$ cat config.mk
export PLATFORM = sky130hd
export DESIGN_NAME = axis_sync_fifo
export DESIGN_NICKNAME = d
export VERILOG_FILES = /design/src/rtl/axis_pkg.sv /design/src/rtl/axis_fifo_mem.sv /design/src/rtl/axis_sync_fifo.sv
export SDC_FILE = /design/constraint.sdc
export NUM_CORES = 1
export LEC_CHECK = 0
export BUFFER_PORTS_ARGS = -buffer_cell sky130_fd_sc_hd__buf_2
export CAP_MARGIN = 20
export CORE_ASPECT_RATIO = 2
export CORE_MARGIN = 2
export CORE_UTILIZATION = 60
export DETAILED_ROUTE_END_ITERATION = 6
export PLACE_DENSITY_LB_ADDON = 0.05
export SLEW_MARGIN = 15
export SYNTH_ARGS = -nofsm -noshare
export SYNTH_HDL_FRONTEND = slang
export SYNTH_SLANG_ARGS = --single-unit
$ cat constraint.sdc
create_clock -name s_axis_clk -period 5.26 [get_ports s_axis_clk]
set_input_delay 1.052 -clock s_axis_clk [delete_from_list [all_inputs] [get_ports s_axis_clk]]
set_output_delay 1.052 -clock s_axis_clk [all_outputs]
set_load 0.05 [all_outputs]
$ cat src/rtl/axis_pkg.sv
// Shared types and helpers for the AXI-Stream FIFO.
// Word layout is {last, data}.
package axis_pkg;

  localparam int AXIS_DEFAULT_DATA_W = 32;

  typedef struct packed {
    logic                           last;
    logic [AXIS_DEFAULT_DATA_W-1:0] data;
  } axis_word_t;

  function automatic int clog2_f(input int v);
    int r;
    int x;
    r = 0;
    x = v - 1;
    while (x > 0) begin
      r = r + 1;
      x = x >> 1;
    end
    return r;
  endfunction

endpackage

$ cat src/rtl/axis_fifo_mem.sv
// Storage array for axis_sync_fifo.
// Synchronous write, asynchronous read.
module axis_fifo_mem
  import axis_pkg::*;
#(
  parameter int DEPTH = 16,
  parameter int WIDTH = 33,
  localparam int AW   = clog2_f(DEPTH)
) (
  input  logic             i_clk,
  input  logic             i_we,
  input  logic [AW-1:0]    i_waddr,
  input  logic [WIDTH-1:0] i_wdata,
  input  logic [AW-1:0]    i_raddr,
  output logic [WIDTH-1:0] o_rdata
);

  logic [WIDTH-1:0] r_mem [DEPTH];

  always_ff @(posedge i_clk) begin
    if (i_we) r_mem[i_waddr] <= i_wdata;
  end

  assign o_rdata = r_mem[i_raddr];

endmodule

$ cat src/rtl/axis_sync_fifo.sv
// Single-clock AXI-Stream FIFO, first-word-fall-through.
// Define AXIS_FIFO_PACKET_MODE_EN for store-and-forward.
module axis_sync_fifo
  import axis_pkg::*;
#(
  parameter int DATA_W  = AXIS_DEFAULT_DATA_W,
  parameter int DEPTH   = 16,
  localparam int CNT_W  = $clog2(DEPTH + 1)
) (
  input  logic              s_axis_clk,
  input  logic              s_axis_resetn,
  input  logic              s_axis_valid,
  input  logic              s_axis_last,
  input  logic [DATA_W-1:0] s_axis_data,
  output logic              s_axis_ready,
  output logic              m_axis_valid,
  output logic              m_axis_last,
  output logic [DATA_W-1:0] m_axis_data,
  input  logic              m_axis_ready,
  output logic [CNT_W-1:0]  level
`ifdef AXIS_FIFO_PACKET_MODE_EN
  ,
  output logic              oversize
`endif
);

  localparam int AW = clog2_f(DEPTH);
  localparam logic [CNT_W-1:0] FULL = CNT_W'(DEPTH);

  logic [AW-1:0]    r_wptr;
  logic [AW-1:0]    r_rptr;
  logic [CNT_W-1:0] r_level;
  logic [CNT_W-1:0] w_level_nxt;
  logic             r_ready;
  logic             w_wr;
  logic             w_rd;
  logic             w_valid;
  logic [DATA_W:0]  w_rdata;

  assign w_wr = s_axis_valid & r_ready;
  assign w_rd = w_valid & m_axis_ready;

  always_comb begin
    w_level_nxt = r_level;
    unique case ({w_wr, w_rd})
      2'b10:   w_level_nxt = r_level + CNT_W'(1);
      2'b01:   w_level_nxt = r_level - CNT_W'(1);
      default: w_level_nxt = r_level;
    endcase
  end

  // Ready comes from the next level, so a read never frees a same-cycle write.
  always_ff @(posedge s_axis_clk) begin
    if (!s_axis_resetn) begin
      r_wptr  <= '0;
      r_rptr  <= '0;
      r_level <= '0;
      r_ready <= 1'b1;
    end else begin
      if (w_wr) r_wptr <= r_wptr + AW'(1);
      if (w_rd) r_rptr <= r_rptr + AW'(1);
      r_level <= w_level_nxt;
      r_ready <= (w_level_nxt != FULL);
    end
  end

  axis_fifo_mem #(
    .DEPTH (DEPTH),
    .WIDTH (DATA_W + 1)
  ) u_mem (
    .i_clk   (s_axis_clk),
    .i_we    (w_wr),
    .i_waddr (r_wptr),
    .i_wdata ({s_axis_last, s_axis_data}),
    .i_raddr (r_rptr),
    .o_rdata (w_rdata)
  );

`ifdef AXIS_FIFO_PACKET_MODE_EN
  logic [CNT_W-1:0] r_pkts;
  logic             r_cut;
  logic             r_oversize;
  logic             w_stuck;
  logic             w_inc;
  logic             w_dec;

  // Full with no complete packet: open the gate so the FIFO cannot lock up.
  assign w_stuck = (r_level == FULL) && (r_pkts == '0);
  assign w_inc   = w_wr & s_axis_last;
  assign w_dec   = w_rd & w_rdata[DATA_W];
  assign w_valid = (r_level != '0) &&
                   ((r_pkts != '0) || r_cut || w_stuck);

  always_ff @(posedge s_axis_clk) begin
    if (!s_axis_resetn) begin
      r_pkts     <= '0;
      r_cut      <= 1'b0;
      r_oversize <= 1'b0;
    end else begin
      unique case ({w_inc, w_dec})
        2'b10:   r_pkts <= r_pkts + CNT_W'(1);
        2'b01:   r_pkts <= r_pkts - CNT_W'(1);
        default: r_pkts <= r_pkts;
      endcase
      if (w_stuck) begin
        r_cut      <= 1'b1;
        r_oversize <= 1'b1;
      end else if (w_dec) begin
        r_cut <= 1'b0;
      end
    end
  end

  assign oversize = r_oversize;
`else
  assign w_valid = (r_level != '0);
`endif

  assign s_axis_ready = r_ready;
  assign m_axis_valid = w_valid;
  assign m_axis_last  = w_valid & w_rdata[DATA_W];
  assign m_axis_data  = w_valid ? w_rdata[DATA_W-1:0] : '0;
  assign level        = r_level;

endmodule
==> results.json <==
{
  "cp_cell_sequence": "buf_4, mux4_2, mux4_2, and2_1, buf_2",
  "syn2layout_area_growth_pct": 12.0,
  "cts_buffers": 45,
  "synth_warnings": 0,
  "final_area_um2": 23600,
  "cp_common_cell": "mux4_2",
  "cts_buffer_depth": 3,
  "start_util_pct": 60.5,
  "timing.slew.headroom_pct": 24.6,
  "placed_cells": 1394,
  "synth-main-ff-cell": "edfxtp_1",
  "clock_sinks": 546,
  "dr_total_vias": 9732,
  "leakagePower_uw": 0.00729,
  "hp-start": "r_rptr[1]",
  "cts_tree": "built",
  "ys_ff_latch": 546,
  "synthCells": 896,
  "multi_input_area_um2": 4690,
  "final-hold-violation-count": 0,
  "ant_nets": 0,
  "hold_path_depth": 2,
  "post-route-util_pct": 67.8,
  "route.detailed.drc": 0,
  "ys_types": 41,
  "final_cell_mix": "edfxtp_1, mux4_2, buf_2",
  "critPathKind": "reg2out",
  "finalMaxSlewViolations": 0,
  "fill_cells": 2203,
  "die_area_um2": 36700,
  "viasPerCell": 6.58,
  "fin_setup_tns_ps": 0,
  "rrSetupSlack_ps": 1280,
  "async_reset_ff_share_pct": 0,
  "finalCriticalPeriod_ps": 4280,
  "final_common_cell": "edfxtp_1",
  "syn_area_per_cell_um2": 23.5,
  "core_area_um2": 34800,
  "drtIter0Drc": 831,
  "ios": 77,
  "grt_pass1_vias": 10200,
  "power_uw": 11300,
  "cts_max_level": 2,
  "cts.clk_slew.worst_paths_ps": 70,
  "cp-end-kind": "primary output",
  "hold_class": "reg2reg",
  "max-cap-violations": 0,
  "post_cts_buffers": 0,
  "antenna_found_initial": 2,
  "worst_r2r_endpoint": "s_axis_ready",
  "post-route-period-util_pct": 81.5,
  "rows": 97,
  "setup_viol": 0,
  "synth_nets": 940,
  "cts_root_buf": "clkbuf_16",
  "worstMarginPinSlew_ps": 1130,
  "wirelength_mm": 45.7,
  "cp.required_ps": 4210,
  "yosysSeqAreaShare_pct": 77.0,
  "dpl_cell_area_um2": 22100,
  "synth-edff-count": 528,
  "grt_use_total_pct": 26.1,
  "start_kind": "flip-flop",
  "dr.pass1.iters": 5,
  "grt_pass1_wl_mm": 66.8,
  "slowest_delay_ps": 760,
  "grt-ovfl-total": 0,
  "grt_max_degree": 61,
  "netlist_area_um2": 21100,
  "ir_drop_v": 0.000490,
  "final.setup_skew_ps": 9.67,
  "ff2ff_path_depth": 11,
  "stdcell_count": 1478,
  "power_density_nw_per_um2": 479,
  "wl_per_cell_um": 30.9,
  "drive_above_1_share_pct": 33.8,
  "nets": 1040,
  "cp_slowest_cell": "dfxtp_4",
  "path_max_fanout": 38,
  "fmax_ghz": 0.233,
  "worstReg2RegStart": "level[2]",
  "crit_arrival_ps": 3230,
  "die-height_um": 269,
  "worstSkewPairLatency_ps": 560,
  "rsz0062_at_grt": "false",
  "status": "finished clean",
  "port_buffers": 76,
  "ctsResizeCount": 0,
  "postCtsHoldBufs": 0,
  "die_w_um": 136,
  "ff_latch_area_um2": 16200,
  "place_congestion": 0.736,
  "hpwl_mm": 24.3
}
registers in the layout (all words and copies together), names as in the netlist, named ones only:
register and flops:
level 5, s_axis_ready 1, r_wptr 4, u_mem.r_mem 528, r_rptr 4
synthesized netlist by cell type, types with 6 or more instances:
| library cell | number | share of area (%) |
|---|---|---|
| edfxtp_1 | 528 | 75 |
| nor2_1 | 15 | 0.27 |
| ha_1 | 7 | 0.42 |
| buf_2 | 8 | 0.19 |
| inv_1 | 6 | 0.11 |
| xnor2_1 | 7 | 0.29 |
| nand2_1 | 11 | 0.20 |
| and2_1 | 42 | 1.2 |
| dfxtp_1 | 18 | 1.7 |
| mux4_2 | 165 | 18 |
| clkbuf_1 | 27 | 0.48 |
| buf_6 | 10 | 0.53 |
metrics by stage:
| stage | hold WS, ps | setup slack [ps] |
|---|---|---|
| after floorplan | 477 | 942 |
| after global placement | 482 | 1530 |
| after detailed placement | 504 | 1390 |
| after CTS | 521 | 916 |
| after global routing | 559 | 814 |
| final | 538 | 975 |
worst max path at each step:
stage                       from                 to  slack, ps  cells past startpoint
detailed placement      level[2]       s_axis_ready       1390                     11
global placement       flip-flop    m_axis_data[14]       1530                      5
floorplan           s_axis_valid  u_mem.r_mem[3][0]        940                      4
global route           flip-flop    m_axis_data[31]        810                      5
finish                 flip-flop    m_axis_data[14]        980                      5
CTS                    flip-flop    m_axis_data[14]        920                      5
per-layer routing:
layer	vias to the layer above	share of wire [%]	track usage (%)
met5	-	0	0
met4	0	3.3	9.63
met3	98	5.2	3.80
met2	391	54	45.1
met1	5255	37	33.8
li1	3988	-	-
final cells by class:
class                           instances  share of cell area [%]
Antenna cell                            2                  0.0212
Clock buffer                           56                    5.13
Multi-Input combinational cell        295                    19.9
Inverter                                6                  0.0954
Timing Repair Buffer                  102                    2.70
Tap cell                              445                    2.36
Clock inverter                         26                    1.07
Sequential cell                       546                    68.8
critical path, delay by kind of cell (launching register included):
kind	cells	cell delay, ps
flip-flops	1	760
multiplexers	2	890
AND/OR/NAND/NOR	1	190
buffers and inverters	2	810
report_power, final:
| part | switching, µW | leakage [µW] | internal (µW) |
|---|---|---|---|
| logic | 1740 | 0.00168 | 1190 |
| clock network | 1460 | 0.000700 | 1880 |
| registers | 162 | 0.00492 | 4880 |
cells by family (layout without fill, tap and decap cells):
family                     count (synthesis)  count (layout)  share of synthesized area [%]
DFF                                      546             546                           77.0
AOI/OAI and AO/OA                         23              23                          0.790
xor gates and xnor gates                   8               8                          0.333
adders and majority gates                  7               7                          0.416
other                                      0               2                              0
buffers and inverters                     55             190                           1.38
muxes                                    167             167                           17.7
and+or+nand+nor                           90              90                           2.35
Power figures use the tool's default switching activity.
